`src/rtl/kyber_pkg.sv`:
```
// kyber_pkg
// Shared definitions for the Kyber core command driver: the NOP opcode and
// the sequencer state encoding.
// Ports: none (package).
package kyber_pkg;

    // Opcode value that leaves the core idle.
    localparam int CTRL_NOP = 0;

    // Sequencer states.
    typedef enum logic [1:0] {
        ST_IDLE  = 2'd0,
        ST_ISSUE = 2'd1,
        ST_WAIT  = 2'd2
    } state_t;

endpackage

```
`src/rtl/kyber_core_driver_if.sv`:
```
// kyber_core_driver_if
// Bundles the host command channel, the core register port and the host
// response channel of the Kyber core driver.
// Modports:
//   slave  - the driver itself (takes commands, drives the core, offers responses)
//   master - the host/environment side (issues commands, models the core, pops)
interface kyber_core_driver_if #(
    parameter int BW_DATA = 32,
    parameter int BW_ADDR = 4,
    parameter int BW_CTRL = 4,
    parameter int BW_NRSP = 8
);

    // Host command channel
    logic               i_cmd_valid;
    logic               o_cmd_ready;
    logic [BW_ADDR-1:0] i_cmd_addr;
    logic [BW_DATA-1:0] i_cmd_data;
    logic [BW_CTRL-1:0] i_cmd_ctrl;
    logic [BW_NRSP-1:0] i_cmd_nrsp;

    // Core register port
    logic [BW_DATA-1:0] o_core_data;
    logic [BW_ADDR-1:0] o_core_addr;
    logic [BW_CTRL-1:0] o_core_ctrl;
    logic [BW_DATA-1:0] i_core_data;
    logic               i_core_valid;

    // Host response channel
    logic               o_rsp_valid;
    logic [BW_DATA-1:0] o_rsp_data;
    logic               i_rsp_ready;

    // Status
    logic               o_busy;
    logic               o_err_timeout;
    logic               o_err_ovf;
    logic               o_err_unexp;

    modport slave (
        input  i_cmd_valid, i_cmd_addr, i_cmd_data, i_cmd_ctrl, i_cmd_nrsp,
        input  i_core_data, i_core_valid, i_rsp_ready,
        output o_cmd_ready, o_core_data, o_core_addr, o_core_ctrl,
        output o_rsp_valid, o_rsp_data,
        output o_busy, o_err_timeout, o_err_ovf, o_err_unexp
    );

    modport master (
        output i_cmd_valid, i_cmd_addr, i_cmd_data, i_cmd_ctrl, i_cmd_nrsp,
        output i_core_data, i_core_valid, i_rsp_ready,
        input  o_cmd_ready, o_core_data, o_core_addr, o_core_ctrl,
        input  o_rsp_valid, o_rsp_data,
        input  o_busy, o_err_timeout, o_err_ovf, o_err_unexp
    );

endinterface

```
`src/rtl/kyber_resp_fifo.sv`:
```
// kyber_resp_fifo
// Synchronous first-word-fall-through FIFO holding core result words.
// Ports:
//   clk, rst          - clock, asynchronous active-high reset (empties FIFO)
//   push, push_data   - write request and word
//   pop               - read request (ignored when empty)
//   full, empty       - occupancy flags
//   data              - head word, forced to 0 while empty
// A push while full only lands if a pop frees a slot in the same cycle.
module kyber_resp_fifo #(
    parameter int BW_DATA    = 32,
    parameter int FIFO_DEPTH = 8
) (
    input  logic               clk,
    input  logic               rst,
    input  logic               push,
    input  logic [BW_DATA-1:0] push_data,
    input  logic               pop,
    output logic               full,
    output logic               empty,
    output logic [BW_DATA-1:0] data
);

    localparam int AW = $clog2(FIFO_DEPTH);
    localparam logic [AW:0] PTR_ONE = {{AW{1'b0}}, 1'b1};

    logic [BW_DATA-1:0] mem_r [FIFO_DEPTH];
    // Pointers carry one extra wrap bit so full and empty are distinguishable.
    logic [AW:0]        wr_ptr_r;
    logic [AW:0]        rd_ptr_r;
    logic               do_push_s;
    logic               do_pop_s;

    // Occupancy flags, effective push/pop and head-word output.
    always_comb begin
        empty     = (wr_ptr_r == rd_ptr_r);
        full      = (wr_ptr_r[AW] != rd_ptr_r[AW]) &&
                    (wr_ptr_r[AW-1:0] == rd_ptr_r[AW-1:0]);
        do_pop_s  = pop && !empty;
        do_push_s = push && (!full || do_pop_s);
        if (empty) begin
            data = {BW_DATA{1'b0}};
        end else begin
            data = mem_r[rd_ptr_r[AW-1:0]];
        end
    end

    // Storage array write port.
    always_ff @(posedge clk) begin
        if (do_push_s) begin
            mem_r[wr_ptr_r[AW-1:0]] <= push_data;
        end
    end

    // Read/write pointer update.
    always_ff @(posedge clk or posedge rst) begin
        if (rst) begin
            wr_ptr_r <= {(AW+1){1'b0}};
            rd_ptr_r <= {(AW+1){1'b0}};
        end else begin
            if (do_push_s) begin
                wr_ptr_r <= wr_ptr_r + PTR_ONE;
            end
            if (do_pop_s) begin
                rd_ptr_r <= rd_ptr_r + PTR_ONE;
            end
        end
    end

endmodule

```
`src/rtl/kyber_core_driver.sv`:
```
// kyber_core_driver
// Host-side sequencer for the Kyber key-generation core register port.
// Accepts one command at a time, strobes its opcode to the core for exactly one
// cycle, then collects the expected number of core result words into a
// response FIFO that the host drains. Timeout, overflow and unsolicited words
// are reported as sticky errors, cleared when the next command is accepted.
// Ports:
//   i_clk, i_rst - clock, asynchronous active-high reset
//   bus          - command, core and response channels (slave modport)
module kyber_core_driver
    import kyber_pkg::*;
#(
    parameter int BW_DATA    = 32,
    parameter int BW_ADDR    = 4,
    parameter int BW_CTRL    = 4,
    parameter int BW_NRSP    = 8,
    parameter int FIFO_DEPTH = 8,
    parameter int TIMEOUT    = 1023
) (
    input  logic               i_clk,
    input  logic               i_rst,
    kyber_core_driver_if.slave bus
);

    localparam int TMO_W = $clog2(TIMEOUT + 1);
    localparam logic [TMO_W-1:0]   TMO_LAST = TMO_W'(TIMEOUT - 1);
    localparam logic [TMO_W-1:0]   TMO_ONE  = TMO_W'(1);
    localparam logic [BW_NRSP-1:0] CNT_ONE  = BW_NRSP'(1);
    localparam logic [BW_CTRL-1:0] NOP      = BW_CTRL'(CTRL_NOP);

    state_t             state_r;
    logic [BW_DATA-1:0] core_data_r;
    logic [BW_ADDR-1:0] core_addr_r;
    logic [BW_CTRL-1:0] core_ctrl_r;
    logic [BW_NRSP-1:0] cnt_r;
    logic [TMO_W-1:0]   tmo_r;
    logic               cmd_ready_r;
    logic               busy_r;
    logic               err_timeout_r;
    logic               err_ovf_r;
    logic               err_unexp_r;

    logic               pop_s;
    logic               push_s;
    logic               fifo_push_s;
    logic               ovf_s;
    logic               unexp_s;
    logic               fifo_full_s;
    logic               fifo_empty_s;
    logic [BW_DATA-1:0] fifo_data_s;

    // Response-path qualifiers: a word arriving while full is kept only if the
    // host pops in the same cycle; words outside WAIT are unsolicited.
    always_comb begin
        pop_s       = !fifo_empty_s && bus.i_rsp_ready;
        push_s      = (state_r == ST_WAIT) && bus.i_core_valid;
        fifo_push_s = push_s && (!fifo_full_s || pop_s);
        ovf_s       = push_s && fifo_full_s && !pop_s;
        unexp_s     = bus.i_core_valid && (state_r != ST_WAIT);
    end

    kyber_resp_fifo #(
        .BW_DATA    (BW_DATA),
        .FIFO_DEPTH (FIFO_DEPTH)
    ) u_resp_fifo (
        .clk       (i_clk),
        .rst       (i_rst),
        .push      (fifo_push_s),
        .push_data (bus.i_core_data),
        .pop       (pop_s),
        .full      (fifo_full_s),
        .empty     (fifo_empty_s),
        .data      (fifo_data_s)
    );

    // Sequencer FSM with registered core strobes, status and sticky errors.
    always_ff @(posedge i_clk or posedge i_rst) begin
        if (i_rst) begin
            state_r       <= ST_IDLE;
            core_data_r   <= {BW_DATA{1'b0}};
            core_addr_r   <= {BW_ADDR{1'b0}};
            core_ctrl_r   <= NOP;
            cnt_r         <= {BW_NRSP{1'b0}};
            tmo_r         <= {TMO_W{1'b0}};
            cmd_ready_r   <= 1'b1;
            busy_r        <= 1'b0;
            err_timeout_r <= 1'b0;
            err_ovf_r     <= 1'b0;
            err_unexp_r   <= 1'b0;
        end else begin
            case (state_r)
                ST_IDLE: begin
                    if (bus.i_cmd_valid) begin
                        core_data_r   <= bus.i_cmd_data;
                        core_addr_r   <= bus.i_cmd_addr;
                        core_ctrl_r   <= bus.i_cmd_ctrl;
                        cnt_r         <= bus.i_cmd_nrsp;
                        err_timeout_r <= 1'b0;
                        err_ovf_r     <= 1'b0;
                        err_unexp_r   <= 1'b0;
                        cmd_ready_r   <= 1'b0;
                        busy_r        <= 1'b1;
                        state_r       <= ST_ISSUE;
                    end
                end
                ST_ISSUE: begin
                    // Opcode is a one-cycle strobe; addr/data stay put.
                    core_ctrl_r <= NOP;
                    tmo_r       <= {TMO_W{1'b0}};
                    if (cnt_r != {BW_NRSP{1'b0}}) begin
                        state_r <= ST_WAIT;
                    end else begin
                        cmd_ready_r <= 1'b1;
                        busy_r      <= 1'b0;
                        state_r     <= ST_IDLE;
                    end
                end
                ST_WAIT: begin
                    if (bus.i_core_valid) begin
                        // Dropped (overflowed) words still count as received.
                        tmo_r <= {TMO_W{1'b0}};
                        cnt_r <= cnt_r - CNT_ONE;
                        if (cnt_r == CNT_ONE) begin
                            cmd_ready_r <= 1'b1;
                            busy_r      <= 1'b0;
                            state_r     <= ST_IDLE;
                        end
                    end else if (tmo_r == TMO_LAST) begin
                        // TIMEOUT idle cycles elapsed: abandon remaining words.
                        err_timeout_r <= 1'b1;
                        cnt_r         <= {BW_NRSP{1'b0}};
                        cmd_ready_r   <= 1'b1;
                        busy_r        <= 1'b0;
                        state_r       <= ST_IDLE;
                    end else begin
                        tmo_r <= tmo_r + TMO_ONE;
                    end
                end
                default: begin
                    core_ctrl_r <= NOP;
                    cmd_ready_r <= 1'b1;
                    busy_r      <= 1'b0;
                    state_r     <= ST_IDLE;
                end
            endcase
            // An unsolicited word on the acceptance edge still gets flagged.
            if (unexp_s) begin
                err_unexp_r <= 1'b1;
            end
            if (ovf_s) begin
                err_ovf_r <= 1'b1;
            end
        end
    end

    assign bus.o_cmd_ready   = cmd_ready_r;
    assign bus.o_core_data   = core_data_r;
    assign bus.o_core_addr   = core_addr_r;
    assign bus.o_core_ctrl   = core_ctrl_r;
    assign bus.o_rsp_valid   = !fifo_empty_s;
    assign bus.o_rsp_data    = fifo_data_s;
    assign bus.o_busy        = busy_r;
    assign bus.o_err_timeout = err_timeout_r;
    assign bus.o_err_ovf     = err_ovf_r;
    assign bus.o_err_unexp   = err_unexp_r;

endmodule

```
`src/flat_wrapper.sv`:
```
// flat-port wrapper written by rule: the top's interface ports become plain ports
module kyber_core_driver_flat import kyber_pkg::*;
#(
    parameter int BW_DATA    = 32,
    parameter int BW_ADDR    = 4,
    parameter int BW_CTRL    = 4,
    parameter int BW_NRSP    = 8,
    parameter int FIFO_DEPTH = 8,
    parameter int TIMEOUT    = 1023
)
  (i_clk, i_rst, bus_i_cmd_valid, bus_i_cmd_addr, bus_i_cmd_data, bus_i_cmd_ctrl, bus_i_cmd_nrsp, bus_i_core_data, bus_i_core_valid, bus_i_rsp_ready, bus_o_cmd_ready, bus_o_core_data, bus_o_core_addr, bus_o_core_ctrl, bus_o_rsp_valid, bus_o_rsp_data, bus_o_busy, bus_o_err_timeout, bus_o_err_ovf, bus_o_err_unexp);
  kyber_core_driver_if #(.BW_DATA(BW_DATA), .BW_ADDR(BW_ADDR), .BW_CTRL(BW_CTRL), .BW_NRSP(BW_NRSP)) bus_i ();
  input  logic i_clk;
  input  logic i_rst;
  input wire logic [$bits(bus_i.i_cmd_valid)-1:0] bus_i_cmd_valid;
  input wire logic [$bits(bus_i.i_cmd_addr)-1:0] bus_i_cmd_addr;
  input wire logic [$bits(bus_i.i_cmd_data)-1:0] bus_i_cmd_data;
  input wire logic [$bits(bus_i.i_cmd_ctrl)-1:0] bus_i_cmd_ctrl;
  input wire logic [$bits(bus_i.i_cmd_nrsp)-1:0] bus_i_cmd_nrsp;
  input wire logic [$bits(bus_i.i_core_data)-1:0] bus_i_core_data;
  input wire logic [$bits(bus_i.i_core_valid)-1:0] bus_i_core_valid;
  input wire logic [$bits(bus_i.i_rsp_ready)-1:0] bus_i_rsp_ready;
  output wire logic [$bits(bus_i.o_cmd_ready)-1:0] bus_o_cmd_ready;
  output wire logic [$bits(bus_i.o_core_data)-1:0] bus_o_core_data;
  output wire logic [$bits(bus_i.o_core_addr)-1:0] bus_o_core_addr;
  output wire logic [$bits(bus_i.o_core_ctrl)-1:0] bus_o_core_ctrl;
  output wire logic [$bits(bus_i.o_rsp_valid)-1:0] bus_o_rsp_valid;
  output wire logic [$bits(bus_i.o_rsp_data)-1:0] bus_o_rsp_data;
  output wire logic [$bits(bus_i.o_busy)-1:0] bus_o_busy;
  output wire logic [$bits(bus_i.o_err_timeout)-1:0] bus_o_err_timeout;
  output wire logic [$bits(bus_i.o_err_ovf)-1:0] bus_o_err_ovf;
  output wire logic [$bits(bus_i.o_err_unexp)-1:0] bus_o_err_unexp;
  assign bus_i.i_cmd_valid = bus_i_cmd_valid;
  assign bus_i.i_cmd_addr = bus_i_cmd_addr;
  assign bus_i.i_cmd_data = bus_i_cmd_data;
  assign bus_i.i_cmd_ctrl = bus_i_cmd_ctrl;
  assign bus_i.i_cmd_nrsp = bus_i_cmd_nrsp;
  assign bus_i.i_core_data = bus_i_core_data;
  assign bus_i.i_core_valid = bus_i_core_valid;
  assign bus_i.i_rsp_ready = bus_i_rsp_ready;
  assign bus_o_cmd_ready = bus_i.o_cmd_ready;
  assign bus_o_core_data = bus_i.o_core_data;
  assign bus_o_core_addr = bus_i.o_core_addr;
  assign bus_o_core_ctrl = bus_i.o_core_ctrl;
  assign bus_o_rsp_valid = bus_i.o_rsp_valid;
  assign bus_o_rsp_data = bus_i.o_rsp_data;
  assign bus_o_busy = bus_i.o_busy;
  assign bus_o_err_timeout = bus_i.o_err_timeout;
  assign bus_o_err_ovf = bus_i.o_err_ovf;
  assign bus_o_err_unexp = bus_i.o_err_unexp;
  kyber_core_driver #(.BW_DATA(BW_DATA), .BW_ADDR(BW_ADDR), .BW_CTRL(BW_CTRL), .BW_NRSP(BW_NRSP), .FIFO_DEPTH(FIFO_DEPTH), .TIMEOUT(TIMEOUT)) u_core (.i_clk(i_clk), .i_rst(i_rst), .bus(bus_i));
endmodule
```
`config.mk`:
```
export PLATFORM = sky130hd
export DESIGN_NAME = kyber_core_driver_flat
export DESIGN_NICKNAME = d
export VERILOG_FILES = /design/src/rtl/kyber_pkg.sv /design/src/rtl/kyber_core_driver_if.sv /design/src/rtl/kyber_resp_fifo.sv /design/src/rtl/kyber_core_driver.sv /design/src/flat_wrapper.sv
export SDC_FILE = /design/constraint.sdc
export NUM_CORES = 1
export LEC_CHECK = 0
export ABC_AREA = 1
export CAP_MARGIN = 20
export CELL_PAD_IN_SITES_DETAIL_PLACEMENT = 0
export CELL_PAD_IN_SITES_GLOBAL_PLACEMENT = 1
export CORE_MARGIN = 2
export CORE_UTILIZATION = 25
export CTS_BUF_LIST = sky130_fd_sc_hd__clkbuf_8
export DETAILED_ROUTE_END_ITERATION = 8
export PLACE_DENSITY_LB_ADDON = 0.1
export SYNTH_ARGS = -nofsm -noshare
export SYNTH_HDL_FRONTEND = slang
export SYNTH_SLANG_ARGS = --single-unit
```
`constraint.sdc`:
```
create_clock -name i_clk -period 3.6 [get_ports i_clk]
set_input_delay 0.54 -clock i_clk [delete_from_list [all_inputs] [get_ports i_clk]]
set_output_delay 0.54 -clock i_clk [all_outputs]
set_load 0.01 [all_outputs]
```
==> results of run 1 <==
==> critical path: stages (launching register included) <==
cell and delay, ps:
dfrtp_4 590, xnor2_1 170, nand2_1 70, nor2_1 60
nand2_2 70, buf_4 310, o21ai_1 110, nor2_1 240
clkdlybuf4s50_1 600
==> metrics by stage <==
stage	util, %	total power, mW
2_1_floorplan	-	7.99
3_3_place_gp	30.2	10.8
3_5_place_dp	30.2	10.8
4_1_cts	32.2	14.2
5_1_grt	32.3	15.0
6_report	32.3	13.9
==> metal layers <==
layer | wire (um) | global-route usage, % | vias up
met4 | 695 | 3.55 | 0
met1 | 17600 | 17.9 | 4502
met5 | 0 | 0 | -
met3 | 2820 | 5.29 | 61
met2 | 17900 | 23.0 | 224
li1 | - | - | 4649
==> cells in the final DEF, fill, tap and decap left out, types with 7 or more instances in the layout <==
master / count
buf_12: 11
buf_4: 23
clkbuf_8: 66
clkdlybuf4s50_1: 162
clkinv_1: 14
dfrtp_1: 69
edfxtp_1: 256
ha_1: 7
inv_1: 62
nand2_1: 212
nand3_1: 30
nor2_1: 285
nor2_4: 8
o21ai_0: 210
o21ai_1: 29
o21ai_2: 9
==> where the power goes <==
group	switching, mW	internal, mW
combinational	3.28	2.38
sequential	0.348	4.57
clock	1.61	1.68
total	5.25	8.63
==> final cells by class <==
cell class | instances | area share [%]
sequential | 329 | 54.9
multi-input combinational | 814 | 21.0
timing repair buffer | 199 | 11.8
clock buffer | 66 | 5.24
tap | 696 | 5.02
clock inverter | 47 | 1.13
inverter | 39 | 0.852
==> what timing repair did <==
item | in CTS | in global routing
buffers inserted | 0 | 1
resized for setup | 0 | 2
setup endpoints to repair | 0 | 18
==> state kept, by name, summed over array words and instances (netlist names) <==
register                     cells
u_core.bus.o_busy                1
u_core.bus.o_cmd_ready           1
u_core.bus.o_core_addr           4
u_core.bus.o_core_ctrl           4
u_core.bus.o_core_data          32
u_core.bus.o_err_ovf             1
u_core.bus.o_err_timeout         1
u_core.bus.o_err_unexp           1
u_core.cnt_r                     8
u_core.state_r                   2
u_core.tmo_r                    10
u_core.u_resp_fifo.mem_r       256
u_core.u_resp_fifo.rd_ptr_r      4
u_core.u_resp_fifo.wr_ptr_r      4
==> worst max path at each step <==
| stage | endpoint | slack [ps] |
|---|---|---|
| floorplan | u_core.u_resp_fifo.mem_r[2][0] | 620 |
| global placement | bus_o_rsp_data[0] | 770 |
| detailed placement | bus_o_rsp_data[0] | 740 |
| CTS | bus_o_rsp_data[0] | 10 |
| global route | bus_o_rsp_data[0] | 3 |
| finish | bus_o_rsp_data[25] | 210 |
==> cells by family after synthesis <==
family          Yosys count
compound gates          257
buf+inv                 107
fa+ha+maj                 7
xor+xnor                 10
simple gates            540
flops                   329
==> impl_metrics.json, run 1 <==
{
  "status": "finished, final reports clean",
  "placed_area_um2": 16200,
  "synth_top_area_share_pct": 56.6,
  "dp_slack_ps": 744,
  "grt_max_degree": 71,
  "critPathCaptureType": "output pin",
  "synth_most_common_cell": "nor2_1",
  "holdCritPathClass": "in2async",
  "hold_buffers": 0,
  "yosys.area_share.simple_pct": 15.3,
  "final.setup.tns_ps": 0,
  "reg2reg_from": "u_core.state_r[0]",
  "synthAdderAreaFrac_pct": 0.645,
  "ys.flop_type": "edfxtp_1",
  "seq_area_um2": 9520,
  "track_usage_pct": 14.2,
  "synthTopCellsByCount": "293 x nor2_1, 256 x edfxtp_1, 212 x nand2_1",
  "fillers": 5468,
  "coreArea_um2": 53700,
  "numPortBuffers": 162,
  "cp.required_ps": 3060,
  "ioPinCount": 163,
  "clkSlewWorstSetupHoldPaths_ps": 60,
  "cts_tree": "done",
  "synthesis.area_um2": 13600,
  "p_leak_nw": 6.45,
  "htreeDepth": 2,
  "n_antenna_cell": 0,
  "fmax_mhz": 295,
  "grt_pass1_vias": 9979,
  "drc": 0,
  "first_pass_iters": 4,
  "setup_ws_ps": 206,
  "clock_path_buffers": 3,
  "synth_xor_area_share_pct": 0.645,
  "synth_async_sr_flop_share_pct": 22.2,
  "antenna_found_initial": 0,
  "startpoint": "u_core.u_resp_fifo.rd_ptr_r[0]",
  "fin_worst_skew_ps": 11.9,
  "place_congestion": 0.729,
  "drtIter0Drc": 458,
  "r2r-end": "u_core.u_resp_fifo.mem_r[6][29]",
  "hold_viol": 0,
  "yosysTopAreaCell": "edfxtp_1",
  "fin_area_um2": 17300,
  "ff2ff_setup_slack_ps": 1270,
  "cts_buffers": 60,
  "die_h_um": 237,
  "antenna_left": 0,
  "grt_pass1_wl_mm": 60.6,
  "crit_type": "reg2out",
  "post_drt_via_cell_ratio": 4.31,
  "vias": 9436,
  "maxCapViolCount": 0,
  "critPathLaunchType": "flip-flop",
  "synth_warnings": 0,
  "root_buffer": "clkbuf_8",
  "irDropWorstVdd_uv": 354,
  "rows": 85,
  "tightest_slew_ps": 680,
  "syn-instance-count": 1250,
  "clock-sinks": 329,
  "min_period_ps": 3390,
  "synthTopCellsByArea": "edfxtp_1 57%, dfrtp_1 13%, nor2_1 8.1%, o21ai_0 7.7%, nand2_1 5.9%",
  "clock_latency_ps": 650,
  "rr_worst_depth": 7,
  "area_delta_synth_final_pct": 27.7,
  "final_cells": 2190,
  "gr-total-overflow": 0,
  "yosysSeqAreaShare_pct": 70.1,
  "die-area_um2": 56200,
  "synth_fp_nets": 1342,
  "synth-edff-count": 256,
  "powerDensity_nw_per_um2": 800,
  "syn_avg_cell_area_um2": 10.9,
  "die_x_um": 237,
  "start_util_pct": 25.3,
  "worstPathArrival_ps": 2850,
  "multiInputGateArea_um2": 3640,
  "final-setup-viol-count": 0,
  "dp_hpwl_mm": 23.3,
  "synth_compound_area_share_pct": 9.81,
  "finalCritPeriodShare_pct": 94.3,
  "drive_above_1_share_pct": 9.17,
  "synth_top_family_by_area": "simple AND/OR/NAND/NOR gates",
  "rsz0062_at_grt": "no",
  "slew_viol_final": 0,
  "dp_cells": 2076,
  "avgRoutedWirePerCell_um": 17.8,
  "synth_cell_types": 28,
  "synth_seq_cells": 329,
  "postRouteWirelength_mm": 39.0,
  "slew_headroom_pct": 54.6,
  "synth.area.mux_share_pct": 0,
  "worstPathMaxFanout": 18,
  "timing.hold.ws_ps": 320,
  "nNetsFinal": 1535
}
Power figures use the tool's default switching activity.
==> run 2, diff against run 1 <==
--- a/config.mk
+++ b/config.mk
@@ -12,6 +12,7 @@
 export CORE_MARGIN = 2
 export CORE_UTILIZATION = 25
 export CTS_BUF_LIST = sky130_fd_sc_hd__clkbuf_8
+export CTS_CLUSTER_DIAMETER = 30
 export DETAILED_ROUTE_END_ITERATION = 8
 export PLACE_DENSITY_LB_ADDON = 0.1
 export SYNTH_ARGS = -nofsm -noshare
==> run 2 against run 1 <==
  * First-iteration DRC count is 13% lower
  * Count of clock-buffer cells in the layout is 35 higher
  * Sequential cell count stayed put
  * Critical endpoint is now bus_o_rsp_data[5]
  * Largest power group unchanged
==> impl_metrics.json, run 2 (same netlist as run 1, synthesis figures left out) <==
{
  "intPower_mw": 10.5,
  "switching_share_pct": 34.7,
  "vias": 9659,
  "antenna_left": 0,
  "seq_area_um2": 9520,
  "fin_worst_skew_ps": 25.8,
  "clock_path_buffers": 3,
  "dp_hpwl_mm": 23.3,
  "cp_num_buf_inv": 3,
  "n_antenna_cell": 0,
  "wl_met3_mm": 2.99,
  "first_pass_iters": 4,
  "area_delta_synth_final_pct": 35.0,
  "powerDensity_nw_per_um2": 882,
  "numPortBuffers": 162,
  "combPwrFrac_pct": 35.0,
  "cp_slowest_cell": "dfrtp_4",
  "tightest_slew_ps": 682,
  "htreeDepth": 3,
  "critPathMostFrequentCell": "o21ai_0",
  "gr-total-overflow": 0,
  "route.layer.met1.wl_mm": 17.1,
  "critPathLaunchType": "flip-flop",
  "final_cell_mix": "285 x nor2_1, 256 x edfxtp_1, 212 x nand2_1, 210 x o21ai_0, 162 x clkdlybuf4s50_1",
  "switching_power_mw": 5.60,
  "placed_area_um2": 16200,
  "worstPathMaxFanout": 36,
  "largest_reg_flops": 256,
  "min_period_ps": 3400,
  "drc": 0,
  "holdCritPathClass": "in2async",
  "avgRoutedWirePerCell_um": 17.4,
  "die_x_um": 237,
  "clkSlewWorstSetupHoldPaths_ps": 50,
  "p_clk_share_pct": 34.5,
  "hold_buffers": 0,
  "top_layer_used": "met5",
  "grt_pass1_wl_mm": 61.4,
  "cts_buffers": 94,
  "grt_pass1_vias": 10400,
  "coreArea_um2": 53700,
  "die_h_um": 237,
  "rows": 85,
  "antenna_found_initial": 1,
  "slew_viol_final": 0,
  "cp.required_ps": 3060,
  "irDropWorstVdd_uv": 409,
  "hold_viol": 0,
  "fmax_mhz": 294,
  "rsz0062_at_grt": "no",
  "post_drt_via_cell_ratio": 4.29,
  "fin_area_um2": 18300,
  "status": "finished, final reports clean",
  "p_leak_nw": 6.91,
  "slew_headroom_pct": 54.5,
  "root_buffer": "clkbuf_8",
  "finalCritPeriodShare_pct": 94.3,
  "wl_met2_mm": 18.2,
  "critPathCaptureType": "output pin",
  "final_common_cell": "nor2_1",
  "multiInputGateArea_um2": 3640,
  "fillers": 5429,
  "crit_type": "reg2out",
  "track_usage_pct": 14.4,
  "drive_above_1_share_pct": 13.1,
  "clock_latency_ps": 650,
  "postRouteWirelength_mm": 39.2,
  "drtIter0Drc": 400,
  "path_cells": "clkinv_2 -> buf_4 -> o21ai_0 -> o21ai_0 -> o21ai_0 -> nor2_1 -> clkdlybuf4s50_1",
  "clock-sinks": 329,
  "max_stage_delay_ps": 580,
  "worstPathArrival_ps": 2860,
  "seqPwrFrac_pct": 30.5,
  "critical-path-top-delay-family": "buffers and inverters",
  "final-setup-viol-count": 0,
  "place_congestion": 0.729,
  "grt_max_degree": 71,
  "cts_tree": "done",
  "ioPinCount": 163,
  "final.setup.tns_ps": 0,
  "nNetsFinal": 1569,
  "start_util_pct": 25.3,
  "maxCapViolCount": 0,
  "die-area_um2": 56200
}
-- run 2: what timing repair did --
action / in CTS / in global routing
setup buffers: 0 / 1
setup endpoints to repair: 0 / 14
gates resized for setup: 0 / 1
-- run 2: worst reg2reg max path, delay by kind of cell, from the launching register on --
family                 cells  cell delay [ps]
DFF                        1              390
buffers and inverters      3              520
and+or+nand+nor            4             1090
-- run 2: final cells by class --
cell class	count	area share (%)
well taps	696	4.75
multi-input cells	814	19.9
clock buffers	101	7.59
clock inverters	73	3.81
flip-flops and latches	329	52.0
repair buffers	199	11.2
inverters	39	0.806
-- run 2: final timing paths --
check / from / to / slack, ps / cells past startpoint
min: i_rst / u_core.bus.o_core_data[25] / 320 / 2
max: u_core.u_resp_fifo.rd_ptr_r[0] / bus_o_rsp_data[5] / 200 / 7
min in group i_clk: bus_i_cmd_data[30] / u_core.bus.o_core_data[30] / 430 / 3
max reg2reg: u_core.state_r[0] / u_core.u_resp_fifo.mem_r[6][31] / 1300 / 7
min reg2reg: u_core.bus.o_core_data[9] / u_core.bus.o_core_data[9] / 470 / 2
max in group asynchronous: i_rst / u_core.bus.o_core_ctrl[1] / 2500 / 3
-- run 2: per-layer routing --
layer	global-route usage (%)	vias up
li1	-	4751
met1	17.6	4579
met2	23.1	247
met3	5.46	80
met4	5.10	2
met5	0	-
-- run 2: power groups by stage --
stage	Sequential, mW	Clock (mW)	Combinational [mW]
final	4.93	5.57	5.65
after global routing	5.00	5.95	6.40
after CTS	4.95	5.74	5.79
after detailed placement	5.01	0	5.76
after global placement	5.01	0	5.82
after floorplan	4.97	0	3.02
-- run 2: through the flow --
stage | utilization (%) | instances | setup WS (ps) | power [mW] | hold WS (ps)
final | 34.1 | 2251 | 204 | 16.1 | 321
after global routing | 34.1 | 2251 | 6.90 | 17.4 | 365
after CTS | 34.1 | 2250 | 18.9 | 16.5 | 291
after detailed placement | 30.2 | 2076 | 744 | 10.8 | 458
after global placement | 30.2 | 2076 | 769 | 10.8 | 453
after floorplan | - | 1250 | 623 | 7.99 | 468
==> run 3, diff against run 2 <==
--- a/config.mk
+++ b/config.mk
@@ -15,6 +15,7 @@
 export CTS_CLUSTER_DIAMETER = 30
 export DETAILED_ROUTE_END_ITERATION = 8
 export PLACE_DENSITY_LB_ADDON = 0.1
+export SLEW_MARGIN = 10
 export SYNTH_ARGS = -nofsm -noshare
 export SYNTH_HDL_FRONTEND = slang
 export SYNTH_SLANG_ARGS = --single-unit
==> results of run 3 <==
Final layout, timing and power as in run 2 (identical DEF).
